==> src/rtl/sequencer_pkg.sv <==
// Shared opcodes, instruction field slices and FSM state type for the instruction sequencer.
// SEQUENCER_SINGLE_STEP_EN adds the StPause state.
package sequencer_pkg;

  localparam logic [3:0] OP_BRD  = 4'hB;
  localparam logic [3:0] OP_JMP  = 4'hC;
  localparam logic [3:0] OP_CALL = 4'hD;
  localparam logic [3:0] OP_RET  = 4'hE;
  localparam logic [3:0] OP_HALT = 4'hF;

  localparam int unsigned InstrWidth = 16;
  localparam int unsigned OpcodeMsb  = 15;
  localparam int unsigned OpcodeLsb  = 12;
  localparam int unsigned TargetMsb  = 11;
  localparam int unsigned TargetLsb  = 0;

  typedef enum logic [2:0] {
    StIdle,
    StFetch,
    StDecode,
    StIssue,
    StHalted
`ifdef SEQUENCER_SINGLE_STEP_EN
    , StPause
`endif
  } seq_state_e;

  function automatic logic [3:0] get_opcode(input logic [InstrWidth-1:0] instr);
    return instr[OpcodeMsb:OpcodeLsb];
  endfunction

  function automatic logic [TargetMsb-TargetLsb:0] get_target(input logic [InstrWidth-1:0] instr);
    return instr[TargetMsb:TargetLsb];
  endfunction

endpackage

==> src/rtl/return_stack.sv <==
// Return address stack: owns the stack pointer, writes on push, reads stack[sp-1] combinationally.
// Contents are never reset; only the pointer is.
module return_stack #(
  parameter int unsigned PC_WIDTH = 12,
  parameter int unsigned SP_WIDTH = 5
) (
  input  logic                clk,
  input  logic                rst,
  input  logic                clear,
  input  logic                push,
  input  logic                pop,
  input  logic [PC_WIDTH-1:0] push_data,
  output logic [SP_WIDTH-1:0] sp,
  output logic [PC_WIDTH-1:0] top
);

  localparam int unsigned Depth = 2 ** SP_WIDTH;

  logic [PC_WIDTH-1:0] mem_q [Depth];
  logic [SP_WIDTH-1:0] sp_q;

  always_ff @(posedge clk or negedge rst) begin
    if (!rst) begin
      sp_q <= '0;
    end else if (clear) begin
      sp_q <= '0;
    end else if (push) begin
      sp_q <= sp_q + SP_WIDTH'(1);
    end else if (pop) begin
      sp_q <= sp_q - SP_WIDTH'(1);
    end
  end

  always_ff @(posedge clk) begin
    if (push) begin
      mem_q[sp_q] <= push_data;
    end
  end

  assign sp  = sp_q;
  assign top = mem_q[sp_q - SP_WIDTH'(1)];

endmodule

==> src/rtl/instruction_sequencer.sv <==
// Fetch/decode/issue sequencer broadcasting one instruction every three cycles to the cell array.
// SEQUENCER_SINGLE_STEP_EN adds a step input that gates each instruction through StPause.
module instruction_sequencer
  import sequencer_pkg::*;
#(
  parameter int unsigned         PC_WIDTH = 12,
  parameter int unsigned         SP_WIDTH = 5,
  parameter logic [PC_WIDTH-1:0] RESET_PC = '0
) (
  input  logic                  clk,
  input  logic                  rst,
  input  logic                  start,
  output logic [PC_WIDTH-1:0]   imem_addr,
  input  logic [InstrWidth-1:0] imem_data,
  output logic [InstrWidth-1:0] instruction,
  output logic [PC_WIDTH-1:0]   next_program_counter,
  output logic [SP_WIDTH-1:0]   next_stack_pointer,
  output logic                  execution_enable,
  input  logic                  diverge_consensus,
`ifdef SEQUENCER_SINGLE_STEP_EN
  input  logic                  step,
`endif
  output logic                  busy,
  output logic                  halted,
  output logic                  fault
);

  localparam logic [SP_WIDTH-1:0] SpMax = '1;

  seq_state_e state_q, state_d;

  logic [PC_WIDTH-1:0]   pc_q, pc_d, pc_inc, next_pc_q, dec_next_pc, dec_target, stack_top;
  logic [SP_WIDTH-1:0]   sp, next_sp_q, dec_next_sp;
  logic [InstrWidth-1:0] instr_q;
  logic [3:0]            dec_op, iss_op;
  logic                  fault_q, start_ok, stack_fault, push, pop, in_issue;

  assign pc_inc     = pc_q + PC_WIDTH'(1);
  assign dec_op     = get_opcode(imem_data);
  assign dec_target = PC_WIDTH'(get_target(imem_data));
  assign iss_op     = get_opcode(instr_q);
  assign in_issue   = (state_q == StIssue);
  assign start_ok   = start && ((state_q == StIdle) || (state_q == StHalted));

  assign stack_fault = ((iss_op == OP_CALL) && (sp == SpMax)) ||
                       ((iss_op == OP_RET) && (sp == '0));
  assign push = in_issue && (iss_op == OP_CALL) && !stack_fault;
  assign pop  = in_issue && (iss_op == OP_RET) && !stack_fault;
  // BRD broadcasts the target but only takes it when every cell agrees to diverge.
  assign pc_d = ((iss_op == OP_BRD) && !diverge_consensus) ? pc_inc : next_pc_q;

  return_stack #(
    .PC_WIDTH(PC_WIDTH),
    .SP_WIDTH(SP_WIDTH)
  ) u_return_stack (
    .clk      (clk),
    .rst      (rst),
    .clear    (start_ok),
    .push     (push),
    .pop      (pop),
    .push_data(pc_inc),
    .sp       (sp),
    .top      (stack_top)
  );

  // Faulting CALL/RET leave sp unchanged so the broadcast pointer never wraps.
  always_comb begin
    dec_next_pc = pc_inc;
    dec_next_sp = sp;
    case (dec_op)
      OP_BRD, OP_JMP: dec_next_pc = dec_target;
      OP_CALL: begin
        dec_next_pc = dec_target;
        if (sp != SpMax) dec_next_sp = sp + SP_WIDTH'(1);
      end
      OP_RET: begin
        if (sp != '0) begin
          dec_next_pc = stack_top;
          dec_next_sp = sp - SP_WIDTH'(1);
        end else begin
          dec_next_pc = pc_q;
        end
      end
      OP_HALT: dec_next_pc = pc_q;
      default: ;
    endcase
  end

  always_ff @(posedge clk or negedge rst) begin
    if (!rst) begin
      state_q <= StIdle;
    end else begin
      state_q <= state_d;
    end
  end

  always_comb begin
    state_d = state_q;
    case (state_q)
      StIdle:   if (start) state_d = StFetch;
      StFetch:  state_d = StDecode;
      StDecode: state_d = StIssue;
      StIssue: begin
        if (stack_fault || (iss_op == OP_HALT)) begin
          state_d = StHalted;
        end else begin
`ifdef SEQUENCER_SINGLE_STEP_EN
          state_d = StPause;
`else
          state_d = StFetch;
`endif
        end
      end
`ifdef SEQUENCER_SINGLE_STEP_EN
      StPause:  if (step) state_d = StFetch;
`endif
      StHalted: if (start) state_d = StFetch;
      default:  state_d = StIdle;
    endcase
  end

  always_comb begin
    busy             = 1'b0;
    halted           = 1'b0;
    execution_enable = 1'b0;
    case (state_q)
      StFetch, StDecode: busy = 1'b1;
      StIssue: begin
        busy             = 1'b1;
        execution_enable = !stack_fault;
      end
`ifdef SEQUENCER_SINGLE_STEP_EN
      StPause:  busy = 1'b1;
`endif
      StHalted: halted = 1'b1;
      default: ;
    endcase
  end

  always_ff @(posedge clk or negedge rst) begin
    if (!rst) begin
      pc_q      <= RESET_PC;
      instr_q   <= '0;
      next_pc_q <= '0;
      next_sp_q <= '0;
      fault_q   <= 1'b0;
    end else begin
      if (start_ok) begin
        pc_q    <= RESET_PC;
        fault_q <= 1'b0;
      end
      if (state_q == StDecode) begin
        instr_q   <= imem_data;
        next_pc_q <= dec_next_pc;
        next_sp_q <= dec_next_sp;
      end
      if (in_issue) begin
        if (stack_fault) begin
          fault_q <= 1'b1;
        end else begin
          pc_q <= pc_d;
        end
      end
    end
  end

  assign imem_addr            = pc_q;
  assign instruction          = instr_q;
  assign next_program_counter = next_pc_q;
  assign next_stack_pointer   = next_sp_q;
  assign fault                = fault_q;

endmodule

==> config.mk <==
export PLATFORM = sky130hd
export DESIGN_NAME = instruction_sequencer
export DESIGN_NICKNAME = d
export VERILOG_FILES = /design/src/rtl/sequencer_pkg.sv /design/src/rtl/return_stack.sv /design/src/rtl/instruction_sequencer.sv
export SDC_FILE = /design/constraint.sdc
export NUM_CORES = 1
export LEC_CHECK = 0
export ABC_AREA = 1
export CORE_ASPECT_RATIO = 0.6
export CORE_MARGIN = 3
export CORE_UTILIZATION = 69
export CTS_BUF_LIST = sky130_fd_sc_hd__clkbuf_8
export DETAILED_ROUTE_END_ITERATION = 7
export GPL_TIMING_DRIVEN = 1
export PLACE_DENSITY_LB_ADDON = 0.05
export SYNTH_ARGS = -nofsm -noshare
export SYNTH_HDL_FRONTEND = slang
export SYNTH_HIERARCHICAL = 1
export SYNTH_SLANG_ARGS = --single-unit
==> constraint.sdc <==
create_clock -name clk -period 6.71 [get_ports clk]
set_input_delay 2.013 -clock clk [delete_from_list [all_inputs] [get_ports clk]]
set_output_delay 2.013 -clock clk [all_outputs]
set_load 0.05 [all_outputs]
==> metrics, run 1 <==
Clock Sinks=438; drt pass-1 iters=8; Hold Slack=0.483 ns; type of origin of the critical path=flip-flop; CP Launch Point=u_return_stack/sp[0]; post-CTS setup buffers=0; Setup Viol. Count Final=0; Multi-input gate area=5910 µm²; Netlist cell types=39; I/O Pins=69; share of layout cells above drive strength 1=0.0774; Inst Count DP=2552; full die area=31900 µm²; Yosys reg bits=438; HPWL after detailed placement=31700 µm; fin nets=2242; Leakage=9.85 nW; worst rel slew slack=0.110; Core Area=29000 µm²; Overflow after GRT=0; TNS Setup=0 ns; # rows=48; worst slew pin tran=1.33 ns; Port-buffer cells=68; skew final=0.0200 ns; Main synth FF type=edfxtp_1; hold_sp=instruction[11]; final instance area=22400 µm²; Post-DRT Antenna Nets=0; Seq/Total Area, Yosys=0.629; Final period util=0.802; Post-Synthesis Cells=2158; maximum VDD drop=0.582 mV; post-route minimum period=5.38 ns; MaxCap Viol Count=0; unrepaired setup endpoints after global routing=false; Remaining DRCs=0; Worst EP required=4.70 ns; Synth top area share=0.563; top-count cell post-synth=nand2_1; Starting Density=0.706; worst skew pair latency=0.64 ns; Max Clock Freq=186 MHz; EDFF count, synth=384; Worst Hold Class=reg -> reg; final WL=52500 µm; Max H-tree Level=2; synthesis-to-finish area growth=9.24%; Die W=228 µm; CTS Buffer Depth=3; Reg2Reg Depth=14; DR iter-0 viols=2288; asr flop ratio synth=0.123; CP max FO=33; die height=139 µm; CTS Buf Count=60; initial antenna violation count=1; largest net degree at the start of global routing=121; RR Startpoint=u_return_stack/sp[0]; Non-Filler Instances=2660; largest cells by area after synthesis=edfxtp_1 (56%), nand2_1 (14%), nand3_1 (7.7%); WHS Path Cells=2; diode count=0; # resized after CTS=0; crit path capture type=output pin; Hold Vio Cnt, Final=0; Tot GR Track Use=0.331; clock root cell=clkbuf_8; synth cell count leaders=nand2_1 (790), edfxtp_1 (384), nand3_1 (315), inv_1 (292), nor2_1 (80); Slew Viols, Final=0; largest area contributor in the netlist=edfxtp_1; status=complete, no violations; fill cell count=1941; global-route wire length before repair=80900 µm; Mapped Area=20500 µm²; GP Congestion=0.901; sequential cell area=12900 µm²; Reg clk slew, reported paths=0.07 ns; pwr/cell area=486 nW/µm²; CP Class=reg -> out; area post-placement=21300 µm²; Via-to-Cell Ratio=5.71; Avg Cell Area, Syn=9.50 µm²; number of global-route vias before repair=14.3k; via count of the routed design=15.2k; routed len/inst=19.7 µm; hold buffers post-CTS=0; syn nets=2186; CP Data Arrival Time=3.37 ns; yosys warns=6; CTS tree=yes
[placed cells by master (no fill, tap or decap), drive strengths merged, types with 3 or more instances in the layout]
cell type	synthesis	layout
edfxtp	384	384
xor2	3	3
nor2	89	89
ha	8	8
nand2	798	798
nand4	10	10
or2	6	6
nand3	342	342
clkdlybuf4s50	0	67
clkbuf	17	65
o21ai	46	46
nor3	6	6
clkinv	1	15
dfrtp	54	54
buf	81	25
inv	305	333
[cells by family (layout without fill, tap and decap cells)]
group,count (synthesis),after routing,share of synthesized area
AND/OR/NAND/NOR,1251,1251,0.265
flip-flops,438,438,0.629
buffers and inverters,404,506,0.0841
AO/OA/AOI/OAI,52,52,0.0147
adder cells (fa/ha/maj),8,8,0.00489
XOR/XNOR,5,5,0.00250
[per-stage QoR]
stage,util,power [mW],setup WS [ns]
floorplan,-,7.22,3.20
global placement,0.735,8.77,2.04
detailed placement,0.735,8.88,1.99
CTS,0.772,10.7,1.31
global route,0.772,11.4,1.16
finish,0.772,10.9,1.33
[state kept, by name, summed over array words and instances, names as in the netlist]
signal,flops
u_return_stack/sp,5
state_q,3
instruction,16
next_stack_pointer,5
next_program_counter,12
imem_addr,12
u_return_stack/mem_q,384
fault,1
[area by class of cell]
type                            count  area share
Sequential cell                   438       0.576
Clock inverter                     43     0.00783
Inverter                          306      0.0519
Tap cell                          400      0.0224
Multi-Input combinational cell   1316       0.264
Clock buffer                       65      0.0400
Timing Repair Buffer               92      0.0382
[worst max-delay path: stages, from the launching register on]
cell,delay [ns]
dfrtp_4,0.66
inv_1,0.15
ha_1,0.31
nand3_4,0.17
inv_4,0.05
nand2_4,0.05
nand2_4,0.07
nor2_8,0.36
clkdlybuf4s50_1,0.89
[report_power, final]
group	internal (mW)	leakage [nW]	total (mW)	switching, mW
logic	1.39	5.03	5.34	3.95
registers	3.43	4.17	3.67	0.236
clock network	0.885	0.644	1.86	0.978
[worst paths after layout]
check                                          end  slack (ns)
min in group asynchronous             imem_addr[2]        1.51
hold / removal                     instruction[11]        0.48
setup / recovery                  execution_enable        1.33
max in group asynchronous     u_return_stack/sp[0]        4.65
setup reg to reg           next_program_counter[8]        2.35
hold reg to reg                    instruction[11]        0.48
[per-layer routing]
| metal | vias up | GRT usage | share of wire |
|---|---|---|---|
| li1 | 7061 | - | - |
| met5 | - | 0 | 0 |
| met2 | 902 | 0.483 | 0.43 |
| met3 | 118 | 0.0726 | 0.12 |
| met1 | 7101 | 0.504 | 0.41 |
| met4 | 0 | 0.102 | 0.029 |
Note: power is estimated with default switching activity, not from simulation.
==> inputs of run 2 (changes only) <==
CORE_UTILIZATION = 64   (was 69)
clock period = 5.1 ns   (was 6.71 ns; I/O delays follow)
==> run 2 against run 1 <==
Sequential share of layout area fell by 0.66 points. Sequential cell count stayed put. Sequential power rose by 32%. Non-clock buffer count up 17. Die area up 7.5%. Clock skew is 0.0046 ns higher. Critical path depth unchanged. Combinational power up 30%. Worst setup slack lost 0.82 ns.
==> metrics, run 2 (synthesized netlist as in run 1, its figures left out) <==
CTS Buffer Depth=3; HPWL after detailed placement=32600 µm; fin nets=2265; Final period util=0.901; full die area=34300 µm²; GP Congestion=0.957; Port-buffer cells=68; final WL=52800 µm; final instance area=22600 µm²; Slew Viols, Final=0; number of global-route vias before repair=14.4k; worst rel slew slack=0.115; fill cell count=2294; crit path capture type=output pin; Die W=237 µm; share of layout cells above drive strength 1=0.0878; dpl ws=1.14 ns; Max H-tree Level=3; slowest CP cell=clkdlybuf4s50_1; global-route wire length before repair=81900 µm; WL met3=5200 µm; TNS Setup=0 ns; type of origin of the critical path=flip-flop; Starting Density=0.654; Worst Hold Class=reg -> reg; MaxCap Viol Count=0; Hold Vio Cnt, Final=0; unrepaired setup endpoints after global routing=false; commonest non-fill, non-tap cells in the layout=nand2_1 (790), edfxtp_1 (384), inv_1 (317); largest net degree at the start of global routing=106; Worst EP required=3.57 ns; initial antenna violation count=1; CTS tree=yes; skew final=0.0246 ns; I/O Pins=69; hold buffers post-CTS=0; Remaining DRCs=0; synthesis-to-finish area growth=10.5%; worst slew pin tran=1.32 ns; post-route setup slack=0.506 ns; Largest Register=u_return_stack/mem_q; DR iter-0 viols=1825; Largest register FFs=384; # resized after CTS=0; CTS Buf Count=66; post-route minimum period=4.59 ns; area post-placement=21500 µm²; Post-DRT Antenna Nets=0; CP top delay family=buffers and inverters; Critical Path Max Stage Delay=0.82 ns; commonest non-fill, non-tap cell in the layout=nand2_1; Worst Path Buf+Inv=3; status=complete, no violations; Leakage=9.98 nW; CP max FO=35; total power=14.4 mW; # rows=50; worst skew pair latency=0.61 ns; M1 WL=22800 µm; Core Area=31300 µm²; clock root cell=clkbuf_8; Via-to-Cell Ratio=5.65; Overflow after GRT=0; Setup Viol. Count Final=0; CP Data Arrival Time=3.06 ns; critical path, cell by cell=inv_1, ha_1, nand3_4, inv_4, nand2_4, nand2_4, nor2_8, clkdlybuf4s50_1; CP Class=reg -> out; die height=145 µm; post-CTS setup buffers=0; maximum VDD drop=0.523 mV; Tot GR Track Use=0.315; drt pass-1 iters=5; routed len/inst=19.6 µm; met2 wire length=23400 µm; most used cell, CP=nand2_4; diode count=0; Clock Sinks=438; Hold Slack=0.474 ns; DR top layer=met4; via count of the routed design=15.2k; pwr/cell area=636 nW/µm²; Reg clk slew, reported paths=0.07 ns; Max Clock Freq=218 MHz
==> run 2: worst min-delay path: stages (launching register included) <==
cell and delay [ns]:
dfrtp_1 0.34, nand2_1 0.05, nand2_1 0.05
==> run 2: metal layers <==
| metal | track usage | vias to the layer above |
|---|---|---|
| li1 | - | 7103 |
| met1 | 0.460 | 7260 |
| met2 | 0.470 | 742 |
| met3 | 0.0720 | 113 |
| met4 | 0.113 | 0 |
| met5 | 0 | - |
==> run 2: area by class of cell <==
type / instances / area [µm²] / share of cell area
inverter: 306 / 1160 / 0.0513
multi-input combinational: 1316 / 5910 / 0.261
timing repair buffer: 109 / 1010 / 0.0445
tap: 416 / 520 / 0.0230
sequential: 438 / 12900 / 0.569
clock inverter: 40 / 193 / 0.00851
clock buffer: 70 / 963 / 0.0425
==> run 2: worst paths after layout <==
path	start	to	slack, ns	cells past startpoint
min in group asynchronous	rst	instruction[0]	0.94	1
max in group asynchronous	rst	state_q[1]	3.27	2
max reg2reg	u_return_stack/sp[0]	next_program_counter[11]	1.23	14
min reg2reg	instruction[11]	instruction[11]	0.47	2
max	u_return_stack/sp[0]	execution_enable	0.51	8
min	instruction[11]	instruction[11]	0.47	2
==> run 2: stage by stage <==
step	std cells	util
global route	2695	0.722
CTS	2695	0.722
finish	2695	0.722
global placement	2585	0.686
floorplan	2158	-
detailed placement	2585	0.686
==> run 2: where the power goes <==
part / total [mW] / switching (mW) / leakage (nW) / internal, mW
Combinational: 6.94 / 5.07 / 5.13 / 1.88
Sequential: 4.83 / 0.319 / 4.17 / 4.51
Clock: 2.63 / 1.32 / 0.680 / 1.31
==> inputs of run 3 (changes only) <==
CAP_MARGIN = 10   (was default)
==> run 3 against run 2 <==
Register-to-register slack hardly changed. Via count is 0.21% higher. Global-route usage stayed put. Power hardly changed. Clock power hardly changed. Largest cell class unchanged. Fmax is 0.28% lower. Final cell count is 0.26% higher. Sequential share of layout area is 0.19 points lower. Sequential power hardly changed.
==> metrics, run 3 (synthesized netlist as in run 1, its figures left out) <==
Max Clock Freq=217 MHz; # resized after CTS=0; Setup Viol. Count Final=0; Hold Vio Cnt, Final=0; GP Congestion=0.957; Via-to-Cell Ratio=5.64; Core Area=31300 µm²; hold buffers post-CTS=0; drt pass-1 iters=7; Starting Density=0.654; Worst Hold Class=reg -> reg; area post-placement=21500 µm²; Reg clk slew, reported paths=0.07 ns; Remaining DRCs=0; pwr/cell area=634 nW/µm²; worst slew pin tran=1.28 ns; full die area=34300 µm²; routed len/inst=19.5 µm; Overflow after GRT=0; Final period util=0.903; I/O Pins=69; number of global-route vias before repair=14.4k; Port-buffer cells=68; global-route wire length before repair=81900 µm; Largest Register=u_return_stack/mem_q; unrepaired setup endpoints after global routing=false; total power=14.4 mW; critical path, cell by cell=inv_1, ha_1, nand3_4, inv_4, nand2_4, nand2_4, nor2_8, clkdlybuf4s50_1; die height=145 µm; final instance area=22700 µm²; final core utilization=0.725; Critical Path Max Stage Delay=0.83 ns; Max H-tree Level=3; Worst Path Buf+Inv=3; CP Data Arrival Time=3.08 ns; clock root cell=clkbuf_8; CP Class=reg -> out; via count of the routed design=15.3k; Slew Viols, Final=0; commonest non-fill, non-tap cell in the layout=nand2_1; DR iter-0 viols=1595; worst rel slew slack=0.144; maximum VDD drop=0.522 mV; post-route minimum period=4.61 ns; CTS tree=yes; Leakage=10.0 nW; TNS Setup=0 ns; Clock Sinks=438; final WL=52800 µm; CP top delay family=buffers and inverters; synthesis-to-finish area growth=10.9%; worst skew pair latency=0.62 ns; HPWL after detailed placement=32600 µm; Worst EP required=3.57 ns; initial antenna violation count=1; Inst Count DP=2585; largest net degree at the start of global routing=106; CTS Buf Count=66; Tot GR Track Use=0.315; diode count=0; skew final=0.0262 ns; Post-DRT Antenna Nets=0; # rows=50; MaxCap Viol Count=0; slowest CP cell=clkdlybuf4s50_1; CTS Buffer Depth=3; Largest register FFs=384; type of origin of the critical path=flip-flop; post-CTS setup buffers=0; Die W=237 µm; crit path capture type=output pin; Non-Filler Instances=2702; share of layout cells above drive strength 1=0.0906; commonest non-fill, non-tap cells in the layout=nand2_1 (790), edfxtp_1 (384), inv_1 (317); most used cell, CP=nand2_4; status=complete, no violations; fin nets=2272; CP max FO=35; fill cell count=2284
## run 3: path summary, 6_finish.rpt
kind | startpoint | endpoint | slack [ns] | cells after the start
hold reg to reg | instruction[11] | instruction[11] | 0.47 | 2
setup / recovery | u_return_stack/sp[0] | execution_enable | 0.49 | 8
max in group asynchronous | rst | state_q[1] | 3.27 | 2
hold / removal | instruction[11] | instruction[11] | 0.47 | 2
setup reg to reg | u_return_stack/sp[0] | next_program_counter[11] | 1.22 | 14
min in group asynchronous | rst | next_program_counter[1] | 0.94 | 1
## run 3: cell type report
| class | count | area [µm²] | share of cell area |
|---|---|---|---|
| sequential | 438 | 12900 | 0.567 |
| clock buffer | 70 | 963 | 0.0424 |
| inverter | 306 | 1160 | 0.0512 |
| multi-input combinational | 1316 | 5910 | 0.260 |
| timing repair buffer | 116 | 1090 | 0.0478 |
| clock inverter | 40 | 193 | 0.00848 |
| tap | 416 | 520 | 0.0229 |
## run 3: worst register-to-register path, cell delays in order, from the launching register on
cell,delay (ns)
dfrtp_4,0.67
inv_6,0.52
ha_4,0.48
inv_2,0.66
buf_4,0.43
nand3_1,0.13
nand3_1,0.07
nand3_1,0.07
nand2_1,0.15
nand2_1,0.16
nand2_1,0.10
nand3_1,0.09
nand3_1,0.11
nand3_1,0.08
nand2_1,0.07
## run 3: power breakdown
group / internal, mW / total [mW] / leakage (nW) / switching, mW
Sequential: 4.51 / 4.84 / 4.17 / 0.320
Clock: 1.31 / 2.63 / 0.680 / 1.32
Combinational: 1.88 / 6.94 / 5.18 / 5.06
Total: 7.70 / 14.4 / 10.0 / 6.70
## run 3: per-stage QoR
| stage | worst slack [ns] | hold WS, ns |
|---|---|---|
| 3_3_place_gp | 1.19 | 0.455 |
| 2_1_floorplan | 2.08 | 0.477 |
| 4_1_cts | 0.470 | 0.476 |
| 6_report | 0.494 | 0.474 |
| 3_5_place_dp | 1.14 | 0.459 |
| 5_1_grt | 0.355 | 0.504 |
## run 3: metal layers
layer,up-vias,GRT usage,share of wire
met5,-,0,0.00025
met4,2,0.113,0.030
met3,126,0.0720,0.098
met2,762,0.470,0.44
met1,7231,0.460,0.43
li1,7129,-,-
